<file path="config.mk">
export PLATFORM = sky130hd
export DESIGN_NAME = mhp_rx_parser
export DESIGN_NICKNAME = d
export VERILOG_FILES = /design/src/rtl/mhp_rx_parser.sv
export SDC_FILE = /design/constraint.sdc
export NUM_CORES = 1
export LEC_CHECK = 0
export CORE_MARGIN = 2
export CORE_UTILIZATION = 30
export DETAILED_ROUTE_END_ITERATION = 10
export PLACE_DENSITY = 0.51
export SETUP_SLACK_MARGIN = 0.3
export SYNTH_ARGS = -nofsm -noshare
export SYNTH_HDL_FRONTEND = slang
export SYNTH_SLANG_ARGS = --single-unit
</file>
<file path="constraint.sdc">
create_clock -name i_clk -period 2.6 [get_ports i_clk]
set_input_delay 0.65 -clock i_clk [delete_from_list [all_inputs] [get_ports i_clk]]
set_output_delay 0.65 -clock i_clk [all_outputs]
set_load 0.02 [all_outputs]
</file>
<file path="src/rtl/mhp_rx_parser.sv">
// rtl/mhp_rx_parser.sv - MHP receive parser: header capture, address filter, payload stream, frame status
// Checksum verification is built only when MHP_RX_CSUM_EN is defined.
module mhp_rx_parser #(
  parameter logic [15:0] MY_ADDR     = 16'h0001,
  parameter int          MAX_PAYLOAD = 512,
  parameter int          GAP_CYCLES  = 62
) (
  input  logic        i_clk,
  input  logic        i_rst_n,
  input  logic [7:0]  i_rdata,
  input  logic        i_rready,
  output logic        o_rreq,
  input  logic        i_pready,
  output logic [7:0]  o_pdata,
  output logic        o_pvalid,
  output logic [15:0] o_dst,
  output logic [15:0] o_src,
  output logic [15:0] o_size,
  output logic        o_dir,
  output logic [6:0]  o_type,
  output logic        o_hdr_valid,
  output logic        o_frame_ok,
  output logic        o_frame_err,
  output logic [1:0]  o_err_code,
  output logic        o_busy
);

  typedef enum logic [2:0] {
    S_IDLE,
    S_HDR,
    S_PAYLOAD,
    S_CHECK,
    S_DISCARD
  } state_t;

  localparam logic [5:0] GAP_LAST = 6'(GAP_CYCLES - 1);

  state_t      state;
  logic        rd_vld;
  logic [9:0]  cnt;
  logic [5:0]  gap_cnt;
  logic        addr_ok;
`ifdef MHP_RX_CSUM_EN
  logic [15:0] csum;
  logic [7:0]  scs_hi;
  logic [7:0]  scs_lo;
`endif

  logic rd_busy;
  logic can_read;
  logic gap_step;
  logic gap_hit;

  // A read is outstanding from the strobe cycle until its byte is captured.
  assign rd_busy = o_rreq | rd_vld;

  always_comb begin
    can_read = 1'b0;
    gap_step = 1'b0;
    case (state)
      S_HDR, S_DISCARD: begin
        can_read = i_rready & ~rd_busy;
        gap_step = ~rd_vld;
      end
      S_PAYLOAD: begin
        can_read = i_rready & i_pready & ~rd_busy;
        gap_step = ~rd_vld & i_pready;
      end
      default: begin
        can_read = 1'b0;
        gap_step = 1'b0;
      end
    endcase
  end

  assign gap_hit = gap_step && (gap_cnt == GAP_LAST);
  assign o_busy  = (state != S_IDLE);

  always_ff @(posedge i_clk or negedge i_rst_n) begin
    if (!i_rst_n) begin
      state       <= S_IDLE;
      o_rreq      <= 1'b0;
      rd_vld      <= 1'b0;
      cnt         <= 10'd0;
      gap_cnt     <= 6'd0;
      addr_ok     <= 1'b0;
      o_pdata     <= 8'h00;
      o_pvalid    <= 1'b0;
      o_dst       <= 16'h0000;
      o_src       <= 16'h0000;
      o_size      <= 16'h0000;
      o_dir       <= 1'b0;
      o_type      <= 7'd0;
      o_hdr_valid <= 1'b0;
      o_frame_ok  <= 1'b0;
      o_frame_err <= 1'b0;
      o_err_code  <= 2'd0;
`ifdef MHP_RX_CSUM_EN
      csum        <= 16'h0000;
      scs_hi      <= 8'h00;
      scs_lo      <= 8'h00;
`endif
    end else begin
      o_rreq      <= 1'b0;
      o_pvalid    <= 1'b0;
      o_hdr_valid <= 1'b0;
      o_frame_ok  <= 1'b0;
      o_frame_err <= 1'b0;
      rd_vld      <= o_rreq;

      case (state)
        S_IDLE: begin
          cnt     <= 10'd0;
          gap_cnt <= 6'd0;
`ifdef MHP_RX_CSUM_EN
          csum    <= 16'h0000;
`endif
          if (i_rready) begin
            o_rreq <= 1'b1;
            state  <= S_HDR;
          end
        end

        S_HDR, S_PAYLOAD, S_DISCARD: begin
          if (can_read && !gap_hit) o_rreq <= 1'b1;
          if (rd_vld) begin
            gap_cnt <= 6'd0;
            cnt     <= cnt + 10'd1;
`ifdef MHP_RX_CSUM_EN
            if ((state == S_HDR && cnt < 10'd7) || state == S_PAYLOAD)
              csum <= csum + {8'h00, i_rdata};
`endif
            if (state == S_HDR) begin
              case (cnt[3:0])
                4'd0: o_dst[15:8] <= i_rdata;
                4'd1: begin
                  o_dst[7:0] <= i_rdata;
                  addr_ok    <= ({o_dst[15:8], i_rdata} == MY_ADDR) ||
                                ({o_dst[15:8], i_rdata} == 16'hFFFF);
                end
                4'd2: o_src[15:8] <= i_rdata;
                4'd3: o_src[7:0]  <= i_rdata;
                4'd4: o_size[15:8] <= i_rdata;
                4'd5: o_size[7:0]  <= i_rdata;
                4'd6: begin
                  o_dir  <= i_rdata[7];
                  o_type <= i_rdata[6:0];
                end
`ifdef MHP_RX_CSUM_EN
                4'd7: scs_hi <= i_rdata;
                4'd8: scs_lo <= i_rdata;
`endif
                default: ;
              endcase
              // Header complete: size decides where the frame goes next.
              if (cnt == 10'd8) begin
                o_hdr_valid <= 1'b1;
                cnt         <= 10'd0;
                if (o_size > 16'(MAX_PAYLOAD))
                  state <= S_DISCARD;
                else if (o_size == 16'h0000)
                  state <= S_CHECK;
                else
                  state <= S_PAYLOAD;
              end
            end else if (state == S_PAYLOAD) begin
              o_pdata  <= i_rdata;
              o_pvalid <= addr_ok;
              if ((cnt + 10'd1) == o_size[9:0]) state <= S_CHECK;
            end
          end else if (gap_hit) begin
            o_frame_err <= 1'b1;
            o_err_code  <= (state == S_DISCARD) ? 2'd3 : 2'd2;
            state       <= S_IDLE;
          end else if (gap_step) begin
            gap_cnt <= gap_cnt + 6'd1;
          end
        end

        S_CHECK: begin
          state <= S_IDLE;
          if (!addr_ok) begin
            o_frame_err <= 1'b1;
            o_err_code  <= 2'd1;
          end else begin
`ifdef MHP_RX_CSUM_EN
            if (csum != {scs_hi, scs_lo}) begin
              o_frame_err <= 1'b1;
              o_err_code  <= 2'd0;
            end else begin
              o_frame_ok <= 1'b1;
            end
`else
            o_frame_ok <= 1'b1;
`endif
          end
        end

        default: state <= S_IDLE;
      endcase
    end
  end

endmodule
</file>
==> results of run 1 <==
synth_stat cells, types with 5 or more instances:
cell type | n | area [µm²]
and2_1 | 5 | 31.3
and3_1 | 5 | 31.3
buf_2 | 11 | 55.1
clkbuf_1 | 10 | 37.5
dfrtp_1 | 92 | 2300
ha_1 | 6 | 75.1
inv_1 | 7 | 26.3
mux2_2 | 65 | 732
nand2_1 | 29 | 109
nand3_1 | 8 | 40.0
nand4_1 | 5 | 31.3
nor2_1 | 15 | 56.3
nor2b_1 | 6 | 37.5
nor3_1 | 7 | 35.0
nor4_1 | 6 | 37.5
o21ai_0 | 19 | 95.1
o31ai_1 | 7 | 52.6
xnor2_1 | 10 | 87.6
final cells by class:
cell class              count  area [µm²]
fillers                  1420        8600
flip-flops and latches     92        2310
multi-input cells         250        2020
repair buffers            102         982
well taps                 184         230
clock buffers               9         225
clock inverters             7        93.8
inverters                   7        26.3
cells by family after synthesis:
family          Yosys count  synth area share [%]
compound gates           55                  9.67
flops                    92                  52.2
fa+ha+maj                 6                  1.70
buf+inv                  31                  3.00
xor+xnor                 15                  3.15
mux                      67                  17.1
simple gates            107                  13.2
state kept, by name, summed over array words and instances, names as in the netlist, 2 cells and up:
name	flops
o_dst	16
o_size	16
o_src	16
cnt	10
o_pdata	8
o_type	7
gap_cnt	6
state	3
o_err_code	2
timing repair:
item,in CTS,in global routing
setup buffers,0,1
endpoints found under the hold margin,0,0
resized for setup,4,11
endpoints found under the setup margin,3,37
pin swaps,0,3
report_power, final:
group	leakage [nW]	internal [mW]	total, mW	switching [mW]
clock	0.153	0.774	1.40	0.629
sequential	1.17	1.79	2.10	0.305
combinational	1.12	1.19	2.44	1.25
total	2.45	3.75	5.94	2.19
per-stage QoR:
step / power, mW / cells
floorplan: 3.49 / 373
global placement: 4.54 / 634
detailed placement: 4.56 / 634
CTS: 6.00 / 650
global route: 6.32 / 651
finish: 5.94 / 651
per-layer routing:
layer,GRT usage [%],vias to the layer above,part of all wire (%)
li1,-,1520,-
met1,18.9,1579,45
met2,23.7,68,47
met3,5.22,10,6.6
met4,4.71,0,1.2
met5,0,-,0
critical path: stages, from the launching register on:
cell	delay (ns)
dfrtp_1	0.46
or3_4	0.46
dlygate4sd2_1	0.34
worst paths after layout:
check,to,slack [ns],cells after the start
min reg2reg,rd_vld,0.43,0
max,o_busy,0.34,2
max reg2reg,state[0],0.38,8
min in group i_clk,rd_vld,0.43,0
max in group asynchronous,cnt[0],1.73,2
min,cnt[4],0.19,1
cell usage in the layout, fill, tap and decap left out, types with 2 or more instances in the layout:
master / netlist / routed
or4_1: 2 / 2
nor2b_1: 6 / 6
and2_0: 2 / 2
dfrtp_1: 92 / 87
nor3_1: 7 / 6
mux2_2: 65 / 65
or3_4: 0 / 2
ha_1: 6 / 5
nand3_1: 8 / 8
nand3b_1: 2 / 2
clkdlybuf4s50_1: 0 / 81
o31ai_1: 7 / 7
dfrtp_2: 0 / 5
and2_1: 5 / 3
nor4_1: 6 / 5
nor3b_1: 2 / 2
buf_4: 0 / 19
o31a_1: 2 / 2
o21ai_0: 19 / 18
o21ai_1: 2 / 3
clkbuf_16: 0 / 9
nand2b_1: 2 / 2
a21oi_2: 2 / 2
or2_2: 2 / 2
inv_8: 0 / 2
and2_2: 0 / 2
nand4_1: 5 / 5
and3_1: 5 / 5
a21oi_1: 3 / 3
xor2_1: 4 / 4
a31oi_1: 3 / 3
inv_1: 7 / 7
o41ai_1: 2 / 2
inv_6: 0 / 2
nor2_1: 15 / 15
or3_1: 4 / 2
xnor2_1: 10 / 10
nand2_1: 29 / 29
==> qor.csv, run 1 <==
metric,value,unit
die_area,15700,µm²
synth_edf_count,0,
numCtsBuffers,9,
cts_htree_levels,3,
numPortBuffers,83,
cp.arrival,1.61,ns
synth_seq_cells,92,
status,completed,
period_minus_slack,2.26,ns
vias,3177,
wl_per_cell,17.3,µm
fp.dieH,125,µm
clock_sinks,92,
yosys_warnings,0,
maxSlewViolCount,0,
cp-end-kind,output pin,
hold_class,primary input to async pin,
hold_slack,0.190,ns
antenna_found_initial,0,
synth.distinct_cells,57,
syn-num-nets,391,
drive_gt1_share,27.6,%
post_dp_cell_area,5510,µm²
start_util,30.5,%
firstDrtPassIters,4,
place_congestion,0.826,
clock_latency,0.35,ns
clk_path_buf_depth,2,
finalSetupViolCount,0,
cts.reportedPaths.clkPinSlew,0.07,ns
hpwl,8.07,mm
synthesis.area,4410,µm²
dp_slack,0.198,ns
async_flop_share,100,%
grt_usage,14.8,%
grt_start_max_net_pins,72,
drc,0,
grt_pass1_wl,18.3,mm
required,1.95,ns
timing.final.ws_setup,0.344,ns
leakagePower,2.45,nW
setup.worst_path.start,state[1],
area_growth,33.2,%
worstMarginPinSlew,0.394,ns
peakVddDrop,0.669,mV
finalCritPeriodShare,86.8,%
num_rows,44,
hold_viol_final,0,
via_per_inst,4.88,
clock_skew,0.00631,ns
syn_area_per_cell,11.8,µm²
ys_seq_area_share,52.2,%
ios,84,
overflow,0,
synth-main-ff-cell,dfrtp_1,
final_util,40.6,%
finalSetupTns,0,ns
slew_headroom,73.5,%
die-width,125,µm
rsz0062_at_grt,true,
path_max_fanout,9,
grt_pass1_vias,3369,
postCtsHoldBufs,0,
drt-total-wl,11.3,mm
antenna_cells,0,
max_cap_viol_count,0,
cts_tree,yes,
nets,480,
core-area,14500,µm²
synth_cells,373,
p_per_area,1010,nW/µm²
initialDrtViolationCount,121,
root_buffer,clkbuf_16,
fmax,0.443,GHz
worstReg2RegStart,cnt[1],
design_area,5880,µm²
crit_path_start_kind,flop,
antenna_left,0,
path_class,flop to output pin,
No activity file was read; power rests on OpenSTA's default activity.
==> inputs of run 2 (changes only) <==
REMOVE_ABC_BUFFERS = 1   (was default)
SKIP_LAST_GASP = 1   (was default)
==> qor.csv, run 2 (synthesis gave the netlist of run 1 again) <==
metric,value,unit
start_util,30.5,%
regToRegSetupSlack,0.35,ns
max_cap_viol_count,0,
grt_pass1_wl,19.2,mm
dp_slack,0.175,ns
cp-end-kind,flop,
status,completed,
maxSlewViolCount,0,
slew_headroom,59.0,%
place_congestion,0.823,
antenna_found_initial,0,
hold_class,primary input to async pin,
drc,0,
use_met1,20.6,%
p_comb_share,43.1,%
p_clk_share,21.3,%
power,5.82,mW
clock_latency,0.35,ns
overflow,0,
peakVddDrop,0.595,mV
finalSetupViolCount,0,
via_per_inst,4.93,
cts_tree,yes,
sw_frac_of_total,37.0,%
period_minus_slack,2.25,ns
wl_per_cell,17.6,µm
top_regs,"o_dst x16, o_size x16, o_src x16",
leakagePower,2.49,nW
antenna_left,0,
die-width,125,µm
power_frac_seq,35.6,%
fp.dieH,125,µm
core-area,14500,µm²
rsz0062_at_grt,false,
grt_busiest_layer,met2,
design_area,5920,µm²
r2r_end,state[0],
grt_usage,15.7,%
worstReg2RegStart,cnt[1],
internal-power,3.66,mW
cts.reportedPaths.clkPinSlew,0.07,ns
fmax,0.445,GHz
path_max_fanout,8,
met3_usage,5.26,%
grt_start_max_net_pins,46,
numPortBuffers,83,
vias,3251,
firstDrtPassIters,4,
antenna_cells,0,
drt-total-wl,11.6,mm
finalSetupTns,0,ns
initialDrtViolationCount,150,
crit_path_start_kind,flop,
die_area,15700,µm²
p_per_area,982,nW/µm²
root_buffer,clkbuf_16,
clk_path_buf_depth,2,
hpwl,8.23,mm
area_growth,34.2,%
clock_skew,0.00510,ns
post_dp_cell_area,5540,µm²
filler_cell_count,1382,
cts_htree_levels,3,
rr_worst_depth,8,
use_met2,23.9,%
drive_gt1_share,29.1,%
worstMarginPinSlew,0.615,ns
nets,488,
required,2.83,ns
timing.final.ws_setup,0.354,ns
path_class,flop to flop,
num_rows,44,
most-common-layout-cells,"dfrtp_1, clkdlybuf4s50_1, mux2_2, nand2_1, buf_4",
finalCritPeriodShare,86.4,%
hold_slack,0.315,ns
cp.arrival,2.48,ns
numCtsBuffers,9,
final_common_cell,dfrtp_1,
p_sw,2.15,mW
clock_sinks,92,
grt_pass1_vias,3494,
ios,84,
hold_viol_final,0,
## run 2: cell types whose count changed in the layout (fill, tap and decap cells not counted), moves of 2 or more
cell	delta
dfrtp_1	+4
xnor2_2	+3
xnor2_1	-3
buf_4	+8
inv_8	-2
dfrtp_2	-4
clkinv_4	+2
clkinv_2	+2
## run 2: power by group through the flow
stage,logic [mW],clock network (mW),registers [mW]
2_1_floorplan,1.01,0,2.44
3_3_place_gp,2.41,0,2.08
3_5_place_dp,2.42,0,2.09
4_1_cts,2.43,1.29,2.08
5_1_grt,2.74,1.35,2.13
6_report,2.51,1.24,2.07
## run 2: worst max-delay path by stage
stage	start	depth (start not counted)	end
after floorplan	cnt[0]	7	state[0]
after global placement	state[0]	6	o_dst[2]
after detailed placement	cnt[0]	8	state[0]
after CTS	state[1]	2	o_busy
after global routing	state[0]	6	o_dst[0]
final	cnt[1]	8	state[0]
## run 2: metal layers
| metal | routed length (µm) | vias up |
|---|---|---|
| li1 | - | 1540 |
| met1 | 5330 | 1618 |
| met2 | 5280 | 74 |
| met3 | 755 | 19 |
| met4 | 258 | 0 |
| met5 | 0 | - |
## run 2: critical path: stages, from the launching register on
cell	delay [ns]
dfrtp_1	0.38
buf_4	0.17
ha_4	0.19
xnor2_2	0.14
nand3_1	0.13
a2111oi_4	0.43
o311ai_4	0.20
a21oi_2	0.18
mux2_4	0.31
## run 2: per-stage QoR
| stage | util (%) | instances |
|---|---|---|
| global placement | 38.3 | 639 |
| floorplan | - | 349 |
| CTS | 40.3 | 655 |
| global route | 40.9 | 659 |
| detailed placement | 38.3 | 639 |
| finish | 40.9 | 659 |
## run 2: final cells by class
cell class	count	area, µm²	share of cell area (%)
Sequential cell	92	2300	38.9
Multi-Input combinational cell	250	2050	34.6
Timing Repair Buffer	110	1030	17.5
Clock buffer	11	243	4.10
Tap cell	184	230	3.89
Clock inverter	5	36.3	0.613
Inverter	7	26.3	0.444
## run 2: repair_timing
item                                    4_1_cts  5_1_grt
gates resized for setup                       8       12
pin swaps                                     3        5
buffers inserted                              0        4
hold buffers                                  0        0
endpoints found under the setup margin       35       66
